===== src/rtl/cpu_pkg.sv =====
// Shared types and defaults for the program-counter / branch-control stage.
package cpu_pkg;

  localparam int PC_W      = 10;
  localparam int LUT_N     = 32;
  localparam int LUT_IDX_W = $clog2(LUT_N);

  typedef logic [PC_W-1:0] pc_t;

  typedef enum logic [1:0] {
    IDLE   = 2'd0,
    RUN    = 2'd1,
    HALTED = 2'd2
  } pc_state_t;

endpackage


===== src/rtl/pc_ctrl_jump_lut.sv =====
// Branch-target table: synchronous write and reset-to-zero, combinational read.
module jump_lut
  import cpu_pkg::*;
#(
  parameter int PC_W  = cpu_pkg::PC_W,
  parameter int LUT_N = cpu_pkg::LUT_N,
  parameter int IDX_W = $clog2(LUT_N)
) (
  input  logic             clk,
  input  logic             reset,
  input  logic             we,
  input  logic [IDX_W-1:0] waddr,
  input  logic [PC_W-1:0]  wdata,
  input  logic [IDX_W-1:0] raddr,
  output logic [PC_W-1:0]  rdata
);

  logic [PC_W-1:0] mem_r [LUT_N];

  // Table storage: cleared by reset, written one entry per edge when enabled.
  always_ff @(posedge clk) begin
    if (reset) begin
      for (int i = 0; i < LUT_N; i++) begin
        mem_r[i] <= {PC_W{1'b0}};
      end
    end else if (we) begin
      mem_r[waddr] <= wdata;
    end
  end

  // Jump target lookup.
  always_comb begin
    rdata = mem_r[raddr];
  end

endmodule


===== src/rtl/pc_ctrl.sv =====
// Program counter with run/halt sequencing and LUT-based jumps driven by decoder controls.
module pc_ctrl
  import cpu_pkg::*;
#(
  parameter int PC_W  = cpu_pkg::PC_W,
  parameter int LUT_N = cpu_pkg::LUT_N,
  parameter int IDX_W = $clog2(LUT_N)
) (
  input  logic             clk,
  input  logic             reset,
  input  logic             start,
  input  logic             alu_flag,
  input  logic             flag_we,
  input  logic             branch_en,
  input  logic             jump_en,
  input  logic [IDX_W-1:0] target_idx,
  input  logic             halt,
  input  logic             lut_we,
  input  logic [IDX_W-1:0] lut_addr,
  input  logic [PC_W-1:0]  lut_data,
  output logic [PC_W-1:0]  pc,
  output logic             flag_q,
  output logic             running,
  output logic             done
);

  pc_state_t       state_r;
  pc_state_t       state_nxt_s;
  logic [PC_W-1:0] pc_r;
  logic [PC_W-1:0] pc_nxt_s;
  logic            flag_r;
  logic            flag_nxt_s;
  logic            running_r;
  logic            done_r;
  logic            lut_we_s;
  logic [PC_W-1:0] target_s;

  // The table is frozen once a program is executing.
  always_comb begin
    lut_we_s = lut_we & (state_r == IDLE);
  end

  jump_lut #(
    .PC_W  (PC_W),
    .LUT_N (LUT_N),
    .IDX_W (IDX_W)
  ) u_jump_lut (
    .clk   (clk),
    .reset (reset),
    .we    (lut_we_s),
    .waddr (lut_addr),
    .wdata (lut_data),
    .raddr (target_idx),
    .rdata (target_s)
  );

  // Next-state, next-pc and next-flag selection.
  always_comb begin
    state_nxt_s = state_r;
    pc_nxt_s    = pc_r;
    flag_nxt_s  = flag_r;
    case (state_r)
      IDLE: begin
        pc_nxt_s   = {PC_W{1'b0}};
        flag_nxt_s = 1'b0;
        if (start) begin
          state_nxt_s = RUN;
        end else begin
          state_nxt_s = IDLE;
        end
      end
      RUN: begin
        // Branch decision uses the flag registered before this edge.
        if (flag_we) begin
          flag_nxt_s = alu_flag;
        end else begin
          flag_nxt_s = flag_r;
        end
        if (halt) begin
          state_nxt_s = HALTED;
          pc_nxt_s    = pc_r;
        end else if (jump_en) begin
          pc_nxt_s = target_s;
        end else if (branch_en && flag_r) begin
          pc_nxt_s = target_s;
        end else begin
          pc_nxt_s = pc_r + {{(PC_W-1){1'b0}}, 1'b1};
        end
      end
      HALTED: begin
        if (start) begin
          state_nxt_s = RUN;
          pc_nxt_s    = {PC_W{1'b0}};
          flag_nxt_s  = 1'b0;
        end else begin
          state_nxt_s = HALTED;
        end
      end
      default: begin
        state_nxt_s = IDLE;
        pc_nxt_s    = {PC_W{1'b0}};
        flag_nxt_s  = 1'b0;
      end
    endcase
  end

  // State, pc, flag and status registers; status bits decode the next state.
  always_ff @(posedge clk) begin
    if (reset) begin
      state_r   <= IDLE;
      pc_r      <= {PC_W{1'b0}};
      flag_r    <= 1'b0;
      running_r <= 1'b0;
      done_r    <= 1'b0;
    end else begin
      state_r   <= state_nxt_s;
      pc_r      <= pc_nxt_s;
      flag_r    <= flag_nxt_s;
      running_r <= (state_nxt_s == RUN);
      done_r    <= (state_nxt_s == HALTED);
    end
  end

  // Output drive.
  always_comb begin
    pc      = pc_r;
    flag_q  = flag_r;
    running = running_r;
    done    = done_r;
  end

endmodule

===== config.mk =====
export PLATFORM = sky130hd
export DESIGN_NAME = pc_ctrl
export DESIGN_NICKNAME = d
export VERILOG_FILES = /design/src/rtl/cpu_pkg.sv /design/src/rtl/pc_ctrl_jump_lut.sv /design/src/rtl/pc_ctrl.sv
export SDC_FILE = /design/constraint.sdc
export NUM_CORES = 1
export LEC_CHECK = 0
export ABC_AREA = 1
export CORE_MARGIN = 10
export CORE_UTILIZATION = 56
export DETAILED_ROUTE_END_ITERATION = 10
export PLACE_DENSITY = 0.84
export SKIP_CTS_REPAIR_TIMING = 1
export SYNTH_ARGS = -nofsm -noshare
export SYNTH_HDL_FRONTEND = slang
export SYNTH_SLANG_ARGS = --single-unit
export TNS_END_PERCENT = 100

===== constraint.sdc =====
create_clock -name clk -period 1.9 [get_ports clk]
set_input_delay 0.38 -clock clk [delete_from_list [all_inputs] [get_ports clk]]
set_output_delay 0.38 -clock clk [all_outputs]
set_load 0.02 [all_outputs]

* Word level (Yosys, flattened, before mapping)
Memories as Yosys holds them, arrays and structs flattened.
Index checks and enable logic that the tools add are counted.
** Operators by class
- Eq/ne operators :: 7
- Bitwise logic cells :: 1
- Reductions and logical operators :: 5
- $add $sub $neg :: 1
- Mux-type cells :: 20
** Operators with widths (number)
- 2-to-1 mux 10 bit :: 5
- one-hot mux 10 bit (2 select lines) :: 1
- adder 10 x 1 -> 10 bit, second input constant :: 1
- OR reduction 10 bit :: 1
- 2-to-1 mux 1 bit :: 9
- inequality test 2 bit, second input constant :: 3
- one-hot mux 2 bit (3 select lines) :: 1
- 2-to-1 mux 5 bit :: 1
- equality test 2 x 1 -> 1 bit, second input constant :: 2
- equality test 2 bit, second input constant :: 2
- 2-to-1 mux 2 bit :: 2
- AND reduction 2 bit :: 2
- zero test 2 bit :: 1
- one-hot mux 1 bit (2 select lines) :: 1
- AND 1 bit :: 1
- logical AND 1 bit :: 1
** Storage, ports and cells
- Input bits :: 29
- Bits in registers :: 15
- Memories kept :: 1
- Logic and storage cells :: 40
- Output and inout bits :: 13
- Memory bits (writable) :: 320
** Memories
- u_jump_lut.mem_r :: words 32, width 10, read ports 1, clocked after memory_dff 0, wr ports 32, line pc_ctrl_jump_lut.sv:18 : logic [PC_W-1:0] mem_r [LUT_N];

* Logic depth before layout (Yosys ltp)
- Depth in word-level cells :: 7
- Depth in mapped cells :: 14
- Mapped depth without buffers :: 11

* Modules after synthesis
From an unflattened synthesis, not the netlist that was laid out.
** Unflattened totals
- Cells, all modules :: 1695
- Area total of the unflattened synthesis :: 15752.6 um^2
** By module, submodules not included
- jump_lut :: times used 1, area an instance 14906.8 um^2, seq. area each 9609.2 um^2, cells an instance 1559
- pc_ctrl :: times used 1, area an instance 845.8 um^2, seq. area each 300.3 um^2, cells an instance 136

* Least setup slack after synthesis
Ideal clock, no wire load.
- Kind :: input -> register
- From :: in reset
- To :: mem u_jump_lut.mem_r[18][0], enable pin
- Slack :: 0.049 ns
- Data arrival time :: 1.511 ns
- Setup time :: 0.340 ns
- Cell stages on the path :: 6
- Buffers on the path :: 1
- Data required time :: 1.560 ns
- Cells stage by stage :: nor2_2 nand3b_4 nor3_4 nand2_2 buf_6 nand2_1
** RTL lines
- start, declared :: line pc_ctrl.sv:10 : input logic reset,
- end, declared :: line pc_ctrl_jump_lut.sv:18

* Worst setup path after layout
- From :: reg flag_r (netlist: flag_q)
- To :: out flag_q
** RTL lines
- start, declared :: line pc_ctrl.sv:31 : logic flag_r;
- start signal, assigned :: line pc_ctrl.sv:118 : flag_r <= flag_nxt_s;
- end, declared :: line pc_ctrl.sv:22 : output logic flag_q,
No word-level cell between the ends.

==> results.md <==
* Status: finished clean
* Crit Path Class: reg2out
* Most frequent cell after synthesis: nand2_1
* Synth cell types at 27
* Post-synthesis cell count at roughly 1900
* Fin area at between 15000 and 20000 sq um
* GRT Total Usage at 0.238
* Antenna Nets Post-Route at 0
* CP top delay family: buffers and inverters
* Static Leak at a little under 9 nW
* Vias per cell at ~5.6
* CP Max Fanout at 3
* Tmin final at around 1.9 ns
* Top-area cell type share of the netlist area at 0.580
* Gr ovfl total at 0
* Post-DP Area at between 15000 and 20000 sq um
* Final Cycle Share at 0.976
* Crit end category: primary output
* Tot Pwr at roughly 17 mW
* Ant diodes at 0
* Worst setup SP type: flop
* Max-slew violation count at 0
* Dpl cells at 2275
* Critical path cell sequence: clkdlybuf4s50_1
* Avg Synthesized Cell Area at ~9.0 sq um
* VDD IR max at about 0.00052 V
* Initial core utilization at 0.573
* Largest net degree at the start of global routing at 61
* Max stage delay on crit path at 0.62 ns
* Power per Cell Area at about 850 nW/um^2
* Hold Vio Cnt, Final at 0
* Relative max-transition margin at 0.781
* Asr flop ratio synth at 0
* Drt pass-1 iters at 8
* Share of layout cells above drive strength 1 at 0.143
* EDFF count, synth at 320
* Clock slew at reported path FFs at ~0.060 ns
* Fin cells at roughly 2300
* Clock Tree Buf Depth at 3
* Post-synthesis sequential area ratio at 0.598
* Area leader, netlist: edfxtp_1
* Worst-Margin Slew at between 0.3 and 0.4 ns
* Final nets at ~2000
* Ranking of synthesized cells by area: edfxtp_1, nand2_1, nand3_1, nor2_1, inv_1
* HP Class: in2reg
* First-pass GRT wire length at 67.9 mm
* Num CTS Buffers at 36
* Row cnt at between 60 and 70
* Final setup viols at 0
* Worst path arrival time at ~1.5 ns
* Root Driver: clkbuf_16
* DPL Wire Length at 27.9 mm
* Horiz. Die Dim at about 190 um
* GP Congestion at slightly below 1
* Die height at about 190 um
* Most common library cells after synthesis: nand2_1, edfxtp_1, nor2_1, nand3_1, inv_1
* DR iter-0 viols at around 2100
* Vias in the first global route at between 10000 and 15000
* Initial antenna violation count at 0
* Mapped cell area at ~17000 sq um
* Yosys reg bits at around 340
* WP data required at roughly 1.5 ns
* H-tree depth at 2
* TritonCTS clock tree: done
* Wire length per cell at 18.6 um
* Worst skew pair latency at 0.52 ns
* Fmax at 540 MHz
* Synthesis Warnings at 0
* Vias post-DR at 13000
* Area of the core at 28900 sq um
* RSZ-0062 raised after global routing: no
* Ports at between 40 and 50
* Synth-to-Final Area Change at 17.3%
* Max Cap Viol at 0
* Skew final at 0.0156 ns
* Critical Path Slowest Stage Cell: clkdlybuf4s50_1
* DRC viols at 0
* Count of buffer and inverter cells on the critical path at 1
* Final WL at around 44 mm
* Port Buf Inserts at just over 40
* Syn Nets at 1881
* Clock sink total at approximately 340
* Die ar. at roughly 37000 sq um
* Post-synth top flop: edfxtp_1
metal layers:
metal | global-route usage | up-vias | share of wire
met1 | 0.296 | 5963 | 0.36
met2 | 0.389 | 881 | 0.47
met4 | 0.116 | 0 | 0.047
li1 | - | 6034 | -
met5 | 0 | - | 0
met3 | 0.0490 | 170 | 0.12
worst reg2reg max path: stages, from the launching register on:
cell and delay (ns):
dfxtp_1 0.32, nor2_2 0.17, nand3b_4 0.17, nor3_4 0.23
buf_12 0.19, nand2_2 0.08, nand2_1 0.12, buf_12 0.14
power by group:
group	total, mW	internal [mW]	switching, mW
Sequential	8.39	8.31	0.0816
Clock	6.51	3.75	2.75
Combinational	1.71	0.600	1.11
logic make-up (layout without fill, tap and decap cells):
kind of cell / count (synthesis) / in the layout / synth area share
compound gates: 29 / 29 / 0.00883
buf+inv: 326 / 431 / 0.0936
fa+ha+maj: 1 / 1 / 0.000755
xor+xnor: 2 / 2 / 0.00106
flops: 335 / 335 / 0.598
simple gates: 1158 / 1158 / 0.298
sequential cells by signal, indices dropped and copies added, names as in the netlist:
name / cells
pc: 10
u_jump_lut.mem_r: 320
state_r: 2
done: 1
running: 1
flag_q: 1
metrics by stage:
stage,setup TNS [ns],hold slack (ns),util,worst slack [ns]
global placement,-80.22,0.463,0.633,-0.215
detailed placement,-112.97,0.469,0.633,-0.295
finish,0,0.478,0.672,0.0464
global route,0,0.505,0.672,0.00987
CTS,-0.343,0.472,0.671,-0.0769
floorplan,0,0.449,-,0.0490
final cells by class:
type                       count  area [sq um]
clock inverter                13          75.1
clock buffer                  52          1020
timing repair buffer         174          2110
fill                        2058          9500
tap                          384           480
sequential                   335          9910
multi-input combinational   1190          5110
inverter                     192           723
worst paths after layout:
check / start / endpoint / slack [ns] / cells past startpoint
max: flag_q$_SDFFE_PP0P_ / flag_q / 0.05 / 1
min: alu_flag / flag_q$_SDFFE_PP0P_ / 0.48 / 3
max reg2reg: state_r[0]$_SDFF_PP0_ / u_jump_lut.mem_r[9][8]$_SDFFCE_PN0P_ / 0.21 / 7
min reg2reg: pc[6]$_SDFFE_PP0P_ / pc[6]$_SDFFE_PP0P_ / 0.48 / 2
placed cells by master, fill, tap and decap left out, types with 2 or more instances in the layout:
cell	instances
clkdlybuf4s50_1	29
clkinvlp_4	2
clkinv_1	6
clkinv_2	5
nor3_4	4
dlymetal6s2s_1	10
nand2_1	535
nor2_1	293
clkbuf_1	12
nor3_1	9
edfxtp_1	320
nor2_2	57
clkbuf_16	38
o21ai_0	18
a21oi_1	10
clkbuf_8	2
buf_12	55
inv_1	189
dfxtp_1	15
buf_4	79
nand3_1	223
nand4_1	2
nand2_2	32
Note: power is estimated with default switching activity, not from simulation.
